$ cat config.mk
export PLATFORM = sky130hd
export DESIGN_NAME = uart_rx_param
export DESIGN_NICKNAME = d
export VERILOG_FILES = /design/src/rtl/uart_pkg.sv /design/src/rtl/uart_rx_sync.sv /design/src/rtl/uart_rx_param.sv
export SDC_FILE = /design/constraint.sdc
export NUM_CORES = 1
export LEC_CHECK = 0
export BUFFER_PORTS_ARGS = -buffer_cell sky130_fd_sc_hd__buf_2
export CAP_MARGIN = 5
export CORE_MARGIN = 2
export CORE_UTILIZATION = 62
export DETAILED_ROUTE_END_ITERATION = 8
export PLACE_DENSITY = 0.87
export SLEW_MARGIN = 25
export SYNTH_ARGS = -nofsm -noshare
export SYNTH_HDL_FRONTEND = slang
export SYNTH_SLANG_ARGS = --single-unit
$ cat constraint.sdc
create_clock -name clk -period 3.45 [get_ports clk]
set_input_delay 0.69 -clock clk [delete_from_list [all_inputs] [get_ports clk]]
set_output_delay 0.69 -clock clk [all_outputs]
set_load 0.02 [all_outputs]
$ cat src/rtl/uart_pkg.sv
// Shared definitions for the parametrised UART receiver: parity encodings,
// receiver FSM states and the mid-bit offset helper.
package uart_pkg;

    localparam int unsigned PAR_NONE = 0;
    localparam int unsigned PAR_ODD  = 1;
    localparam int unsigned PAR_EVEN = 2;

    typedef enum logic [2:0] {
        IDLE,
        START,
        DATA,
        PARITY,
        STOP,
        BREAK_WAIT
    } rx_state_t;

    function automatic int unsigned half_period(input int unsigned clks_per_bit);
        return clks_per_bit / 2;
    endfunction

endpackage

$ cat src/rtl/uart_rx_sync.sv
// Metastability synchroniser on the raw serial line plus a 3-sample
// majority filter over the synchronised stream.
module uart_rx_sync #(
    parameter int unsigned SYNC_STAGES = 2
) (
    input  logic clk,
    input  logic rst_n,
    input  logic uart_rx,
    output logic rx_s,
    output logic rx_maj
);

    logic [SYNC_STAGES-1:0] sync_q;
    logic [1:0]             hist_q;

    always_ff @(posedge clk) begin
        if (!rst_n) begin
            sync_q <= '1;
            hist_q <= '1;
        end else begin
            sync_q <= {sync_q[SYNC_STAGES-2:0], uart_rx};
            hist_q <= {hist_q[0], rx_s};
        end
    end

    assign rx_s   = sync_q[SYNC_STAGES-1];
    // window is the current rx_s and the two values before it
    assign rx_maj = (rx_s & hist_q[0]) | (rx_s & hist_q[1]) | (hist_q[0] & hist_q[1]);

endmodule

$ cat src/rtl/uart_rx_param.sv
// Parametrised UART receiver: mid-bit majority sampling, false-start
// rejection, parity/framing/break detection and a valid/ready output.
module uart_rx_param #(
    parameter int unsigned CLKS_PER_BIT = 59,
    parameter int unsigned DATA_BITS    = 8,
    parameter int unsigned PARITY       = 0,
    parameter int unsigned STOP_BITS    = 1,
    parameter int unsigned SYNC_STAGES  = 2
) (
    input  logic                 clk,
    input  logic                 rst_n,
    input  logic                 uart_rx,
    output logic [DATA_BITS-1:0] data_out,
    output logic                 data_valid,
    input  logic                 data_ready,
    output logic                 frame_err,
    output logic                 parity_err,
    output logic                 overrun,
    output logic                 break_det,
    output logic                 busy
);

    import uart_pkg::*;

    localparam int unsigned     CW     = $clog2(CLKS_PER_BIT);
    localparam int unsigned     HALF   = half_period(CLKS_PER_BIT);
    localparam logic [CW-1:0]   HALF_C = CW'(HALF);
    localparam logic [CW-1:0]   LAST_C = CW'(CLKS_PER_BIT - 1);

    logic rx_s, rx_maj;

    uart_rx_sync #(.SYNC_STAGES(SYNC_STAGES)) u_sync (
        .clk     (clk),
        .rst_n   (rst_n),
        .uart_rx (uart_rx),
        .rx_s    (rx_s),
        .rx_maj  (rx_maj)
    );

    rx_state_t              state_q, state_n;
    logic [CW-1:0]          cnt_q, cnt_n, cnt_wrap;
    logic [3:0]             idx_q, idx_n;
    logic [DATA_BITS-1:0]   shreg_q, shreg_n;
    logic                   par_q, par_n;
    logic                   ferr_q, ferr_n, ferr_fin;
    logic                   load_q, load_n;
    logic                   brk_n;
    logic                   perr;

    always_comb begin
        state_n  = state_q;
        cnt_n    = cnt_q;
        idx_n    = idx_q;
        shreg_n  = shreg_q;
        par_n    = par_q;
        ferr_n   = ferr_q;
        load_n   = 1'b0;
        brk_n    = 1'b0;
        cnt_wrap = (cnt_q == LAST_C) ? '0 : cnt_q + CW'(1);
        ferr_fin = ferr_q | ~rx_maj;
        case (state_q)
            IDLE: begin
                cnt_n = '0;
                if (!rx_s) state_n = START;
            end
            START: begin
                cnt_n = cnt_wrap;
                if (cnt_q == HALF_C) begin
                    cnt_n   = '0;
                    idx_n   = '0;
                    ferr_n  = 1'b0;
                    state_n = rx_maj ? IDLE : DATA;
                end
            end
            DATA: begin
                cnt_n = cnt_wrap;
                if (cnt_q == LAST_C) begin
                    shreg_n = {rx_maj, shreg_q[DATA_BITS-1:1]};
                    if (idx_q == 4'(DATA_BITS - 1)) begin
                        idx_n   = '0;
                        state_n = (PARITY != PAR_NONE) ? uart_pkg::PARITY : STOP;
                    end else begin
                        idx_n = idx_q + 4'd1;
                    end
                end
            end
            uart_pkg::PARITY: begin
                cnt_n = cnt_wrap;
                if (cnt_q == LAST_C) begin
                    par_n   = rx_maj;
                    state_n = STOP;
                end
            end
            STOP: begin
                cnt_n = cnt_wrap;
                if (cnt_q == LAST_C) begin
                    ferr_n = ferr_fin;
                    if (idx_q == 4'(STOP_BITS - 1)) begin
                        idx_n = '0;
                        if (shreg_q == '0 && (PARITY == PAR_NONE || !par_q) && ferr_fin) begin
                            brk_n   = 1'b1;
                            state_n = BREAK_WAIT;
                        end else begin
                            load_n  = 1'b1;
                            state_n = IDLE;
                        end
                    end else begin
                        idx_n = idx_q + 4'd1;
                    end
                end
            end
            BREAK_WAIT: begin
                cnt_n = '0;
                if (rx_s) state_n = IDLE;
            end
            default: state_n = IDLE;
        endcase
    end

    always_comb begin
        perr = 1'b0;
        if (PARITY == PAR_ODD)  perr = ~(^shreg_q ^ par_q);
        if (PARITY == PAR_EVEN) perr = ^shreg_q ^ par_q;
    end

    // shreg/ferr stay untouched in IDLE, so the load one cycle after the
    // last stop sample still sees this frame's values
    always_ff @(posedge clk) begin
        if (!rst_n) begin
            state_q    <= IDLE;
            cnt_q      <= '0;
            idx_q      <= '0;
            shreg_q    <= '0;
            par_q      <= 1'b0;
            ferr_q     <= 1'b0;
            load_q     <= 1'b0;
            data_out   <= '0;
            data_valid <= 1'b0;
            frame_err  <= 1'b0;
            parity_err <= 1'b0;
            overrun    <= 1'b0;
            break_det  <= 1'b0;
        end else begin
            state_q   <= state_n;
            cnt_q     <= cnt_n;
            idx_q     <= idx_n;
            shreg_q   <= shreg_n;
            par_q     <= par_n;
            ferr_q    <= ferr_n;
            load_q    <= load_n;
            break_det <= brk_n;
            overrun   <= 1'b0;
            if (data_valid && data_ready) data_valid <= 1'b0;
            if (load_q) begin
                data_out   <= shreg_q;
                frame_err  <= ferr_q;
                parity_err <= perr;
                data_valid <= 1'b1;
                overrun    <= data_valid && !data_ready;
            end
        end
    end

    assign busy = (state_q != IDLE);

endmodule

Word-level counts from Yosys, hierarchy flattened

Cells that the tools add are included.

Reductions and logical operators: 20
Equality and inequality tests: 16
Multiplexer cells: 27
Bitwise logic cells: 7
$add $sub $neg: 2

Operator list:

| kind                                                                  | count |
|---|---|
| 3-bit 2-to-1 mux                                                      | 9 |
| 4-bit 2-to-1 mux                                                      | 5 |
| 3-bit one-hot mux with 6 select lines                                 | 1 |
| 6-bit one-hot mux with 3 select lines                                 | 1 |
| 2-bit inequality test, second input constant                          | 7 |
| 6-bit 2-to-1 mux                                                      | 2 |
| 4-bit one-hot mux with 3 select lines                                 | 1 |
| 3-bit nonzero test                                                    | 3 |
| 8-bit logical NOT                                                     | 1 |
| 4-bit AND reduction                                                   | 2 |
| 8-bit AND reduction                                                   | 1 |
| 6-bit by 1-bit adder with 6-bit output, second input constant         | 1 |
| 3-bit by 2-bit equality test with 1-bit output, second input constant | 2 |
| 3-bit equality test, second input constant                            | 2 |
| 6-bit by 5-bit equality test with 1-bit output, second input constant | 1 |
| 6-bit equality test, second input constant                            | 1 |
| 1-bit 2-to-1 mux                                                      | 6 |
| 4-bit by 1-bit adder with 4-bit output, second input constant         | 1 |
| 4-bit by 3-bit equality test with 1-bit output, second input constant | 1 |
| 4-bit logical NOT                                                     | 1 |
| 2-bit AND reduction                                                   | 2 |
| 2-bit nonzero test                                                    | 2 |
| 1-bit AND                                                             | 3 |
| 3-bit by 1-bit equality test with 1-bit output, second input constant | 1 |
| other kinds (11)                                                      | 15 |

Flip-flop bits (word level): 39
Word-level logic and storage cells: 85
Bits of input ports: 4
Output and inout port bits: 14

Longest topological paths before layout

Depth after elaboration: 10
Depth in mapped cells: 8
Mapped depth without buffers: 7

Hierarchy

A second synthesis with hierarchy kept.

Cells, all modules: 204
Area total of the unflattened synthesis: 1861.8 um2

Modules (own cells, without submodules):

| module        | area an instance (um2) | instances | sequential area each (um2) | cells each |
|---|---|---|---|---|
| uart_rx_param | 1745.4                 | 1         | 700.7                      | 195 |
| uart_rx_sync  | 116.4                  | 1         | 80.1                       | 9 |

Least setup slack after synthesis

No wires, ideal clock.

Path type: reg2reg
Start point: register cnt_q[0]
End point: register idx_q[1]
Arrival time: 1.607 ns
Setup time: 0.116 ns
Cell stages (with the launch flop): 8
Clock period less this slack: 1.722 ns
Path buffers: 0
Required time: 3.334 ns
Path slack: 1.728 ns
Cells stage by stage: dfxtp_1 > inv_1 > ha_1 > and4b_1 > and3_1 > o31ai_2 > a2111oi_0 > a31o_1

Longest elaborated chain between the ends: 3
Elaborated cells between the ends (all ways): 6
Those cells by class: 5 x eq/ne; 1 x reduce/logical

RTL lines:

| element                                                                               | line                                                          | source |
|---|---|---|
| start: declaration                                                                    | uart_rx_param.sv:41                                           | `logic [CW-1:0] cnt_q, cnt_n, cnt_wrap;` |
| start signal: assignment                                                              | uart_rx_param.sv:145                                          | `cnt_q <= cnt_n;` |
| 6-bit equality test or 6-bit by 5-bit equality test with 1-bit output (tied branches) | uart_rx_param.sv:77, uart_rx_param.sv:96, uart_rx_param.sv:68 |  |
| 2-bit inequality test (no line)                                                       | n/a                                                           |  |
| 4-bit AND reduction (no line) *                                                       | n/a                                                           |  |
| end signal: assignment                                                                | uart_rx_param.sv:146                                          | `idx_q <= idx_n;` |
| end: declaration                                                                      | uart_rx_param.sv:42                                           | `logic [3:0] idx_q, idx_n;` |

Mark *: on every way between the ends. The rest lies on a longest branch, timed or not.
A chain may end at the register's enable or synchronous reset.

Worst setup path in the final report

Start point: register state_q[2]
End point: output port busy

Longest elaborated chain between the ends: 1

RTL lines:

| element                  | line                 | source |
|---|---|---|
| start: declaration       | uart_rx_param.sv:40  | `rx_state_t state_q, state_n;` |
| start signal: assignment | uart_rx_param.sv:144 | `state_q <= state_n;` |
| 3-bit nonzero test       | uart_rx_param.sv:164 | `assign busy = (state_q != IDLE);` |
| end: declaration         | uart_rx_param.sv:20  | `output logic busy` |

No other way between the ends.

==> impl_metrics.yaml <==
yosys:
  synth_edf_count: 0
  yosys_warnings: 0
  synthFlopType: "dfxtp_1"
  synthDistinctLibCells: 50
  async_reset_ff_frac: 0
  synth_area_per_cell_um2: 9.20
  netlist_instances: 203
  ys_seq_elements: 39
  yosysSeqAreaShare: 0.418
  synth_nets: 212
  synth_area_mm2: 0.00187
layout:
  final_layout_size_suffix_gt1_frac: 0.157
  nNetsFinal: 224
  diodes: 0
  final_cell_mix: "dfxtp_1, nor2_1, mux2i_1, buf_2, nand2_1"
  final_common_cell: "dfxtp_1"
  area_growth_pct: 8.11
cts:
  post-cts-setup-buffers: 0
  numCtsBuffers: 5
  htreeDepth: 2
  ctsResizeCount: 0
  root_buffer: "clkbuf_4"
  cts_tree: "done"
  clk_latency_ns: 0.35
  clock-sinks: 39
  clk_pin_slew_ns: 0.12
  cts_buffer_depth: 2
  postCtsHoldBufs: 0
power_and_ir_drop:
  p_int_mw: 0.614
  ir_drop_uv: 325
  switchingPower_mw: 0.172
  p_sw_frac: 0.219
  combPwrFrac: 0.032
  p_leak_nw: 0.759
  power_frac_seq: 0.582
  clock_power_share: 0.386
  p_per_area_mw_per_mm2: 390
timing:
  tightest_slew_ns: 0.658
  finalCriticalPeriod_ns: 2.23
  slew_headroom: 0.561
  fin_worst_skew_ns: 0.00653
  hold_viol_final: 0
  timing.final.crit_share: 0.645
  max_freq_mhz: 449
  setup-violations-final: 0
  final_max_slew_viol_count: 0
  rsz0062_at_grt: "false"
  holdWs_ns: 0.427
  tns_ns: 0
grt:
  top_usage_layer: "met2"
  grt_use_met2: 0.390
  track_usage: 0.236
  grt_max_degree: 24
  antenna_found_initial: 0
  gr-total-overflow: 0
  grt_pass1_wl_mm: 6.20
  met3_usage: 0.0549
  use_met1: 0.291
  grt_pass1_vias: 1419
floorplanning:
  dieWidth_um: 58.9
  start_util: 0.665
  fp.dieArea_mm2: 0.00347
  coreArea_mm2: 0.00281
  boundaryPins: 18
  core.rowCount: 19
  die_h_um: 58.9
detailed_routing:
  wl_mm: 3.73
  dr.pass1.iters: 6
  drt_first_iter_violations: 104
  num_vias: 1498
  wl_per_cell_um: 15.1
  drc: 3
  drtAntennaViolNets: 0
  via_per_inst: 6.06
critical_path:
  required_ns: 2.76
  end_kind: "primary output"
  r2r_start: "state_q[2]"
  regToRegEndpoint: "state_q[0]"
  arrival_ns: 1.54
  cp-start-kind: "register"
  crit_type: "reg -> out"
  path_max_fanout: 19
  rrSetupSlack_ns: 1.34
  rr_worst_depth: 5
hold_path:
  min_from: "u_sync.sync_q[0]"
  hold_depth: 1
  hold_class: "reg -> reg"
  min_to: "u_sync.sync_q[1]"
place:
  dp_hpwl_mm: 2.72
  gp_routability_congestion: 0.874
  io_buffers: 16
status:
  violations: "DRC"
  status: "complete, but fails checks"
job:
  cap_viol_max_count: 0
[area by class of cell]
| class | count | area, µm² |
|---|---|---|
| multi-input cells | 145 | 1000 |
| fillers | 221 | 787 |
| flip-flops and latches | 39 | 781 |
| repair buffers | 17 | 87.6 |
| clock inverters | 3 | 43.8 |
| well taps | 31 | 38.8 |
| clock buffers | 5 | 37.5 |
| inverters | 7 | 26.3 |
[worst max path at each step]
stage	slack (ns)	start	end	depth (start not counted)
after floorplan	1.73	cnt_q[0]	idx_q[1]	7
after global placement	1.45	rst_n	cnt_q[5]	4
after detailed placement	1.39	rst_n	cnt_q[5]	4
after CTS	1.24	state_q[2]	busy	3
after global routing	1.14	state_q[1]	busy	3
final	1.22	state_q[2]	busy	3
[state kept, by name, indices dropped and copies added, names as in the netlist]
register,cells
data_out,8
shreg_q,8
cnt_q,6
idx_q,4
state_q,3
u_sync.hist_q,2
u_sync.sync_q,2
break_det,1
data_valid,1
ferr_q,1
frame_err,1
load_q,1
overrun,1
[per-layer routing]
| metal | up-vias | wire, µm |
|---|---|---|
| met1 | 698 | 1600 |
| met4 | 0 | 48 |
| met3 | 8 | 178 |
| met2 | 48 | 1900 |
| met5 | - | 0 |
| li1 | 744 | - |
[per-stage QoR]
step | cell area, µm² | setup WS (ns) | std cells | util | total power [mW]
final | 2020 | 1.22 | 247 | 0.719 | 0.787
after global routing | 2020 | 1.14 | 247 | 0.719 | 0.812
after CTS | 2020 | 1.24 | 247 | 0.719 | 0.791
after detailed placement | 1940 | 1.39 | 239 | 0.690 | 0.493
after global placement | 1940 | 1.45 | 239 | 0.690 | 0.491
after floorplan | 1870 | 1.73 | 203 | - | 0.487
[cell usage after synthesis, drive strengths merged (2+ instances only)]
master | count | area [µm²]
and3 | 3 | 18.8
xnor2 | 3 | 26.3
nand3 | 7 | 35.0
inv | 7 | 26.3
nand2 | 13 | 48.8
o21a | 3 | 22.5
or4 | 2 | 15.0
mux2i | 19 | 190
nor3 | 2 | 10.0
buf | 6 | 33.8
dfxtp | 39 | 781
clkbuf | 6 | 22.5
nor2b | 4 | 25.0
a211oi | 2 | 20.0
o31ai | 4 | 40.0
o21ai | 5 | 25.0
nand4 | 3 | 18.8
nor4 | 3 | 33.8
nand2b | 7 | 43.8
ha | 5 | 62.6
o2111ai | 2 | 17.5
a21oi | 6 | 30.0
and2 | 3 | 18.8
a2111oi | 2 | 17.5
nor2 | 27 | 101
[logic make-up (layout without fill, tap and decap cells)]
family / after synthesis / after routing / share of synthesized area
adder cells (fa/ha/maj): 6 / 6 / 0.0389
AND/OR/NAND/NOR: 82 / 82 / 0.237
other: 1 / 1 / 0.00201
AO/OA/AOI/OAI: 34 / 34 / 0.144
multiplexers: 19 / 19 / 0.102
buffers and inverters: 19 / 32 / 0.0442
XOR/XNOR: 3 / 3 / 0.0141
flip-flops: 39 / 39 / 0.418
[worst max-delay path, stage by stage (launching register included)]
cell     delay (ns)
dfxtp_1        0.75
nor2_1         0.17
nand2_1        0.11
buf_2          0.16
[power groups by stage]
stage / sequential (mW) / combinational [mW] / clock (mW)
finish: 0.458 / 0.0252 / 0.304
global route: 0.458 / 0.0279 / 0.326
CTS: 0.458 / 0.0251 / 0.308
detailed placement: 0.468 / 0.0249 / 0
global placement: 0.467 / 0.0235 / 0
floorplan: 0.465 / 0.0225 / 0
Power figures use the tool's default switching activity.
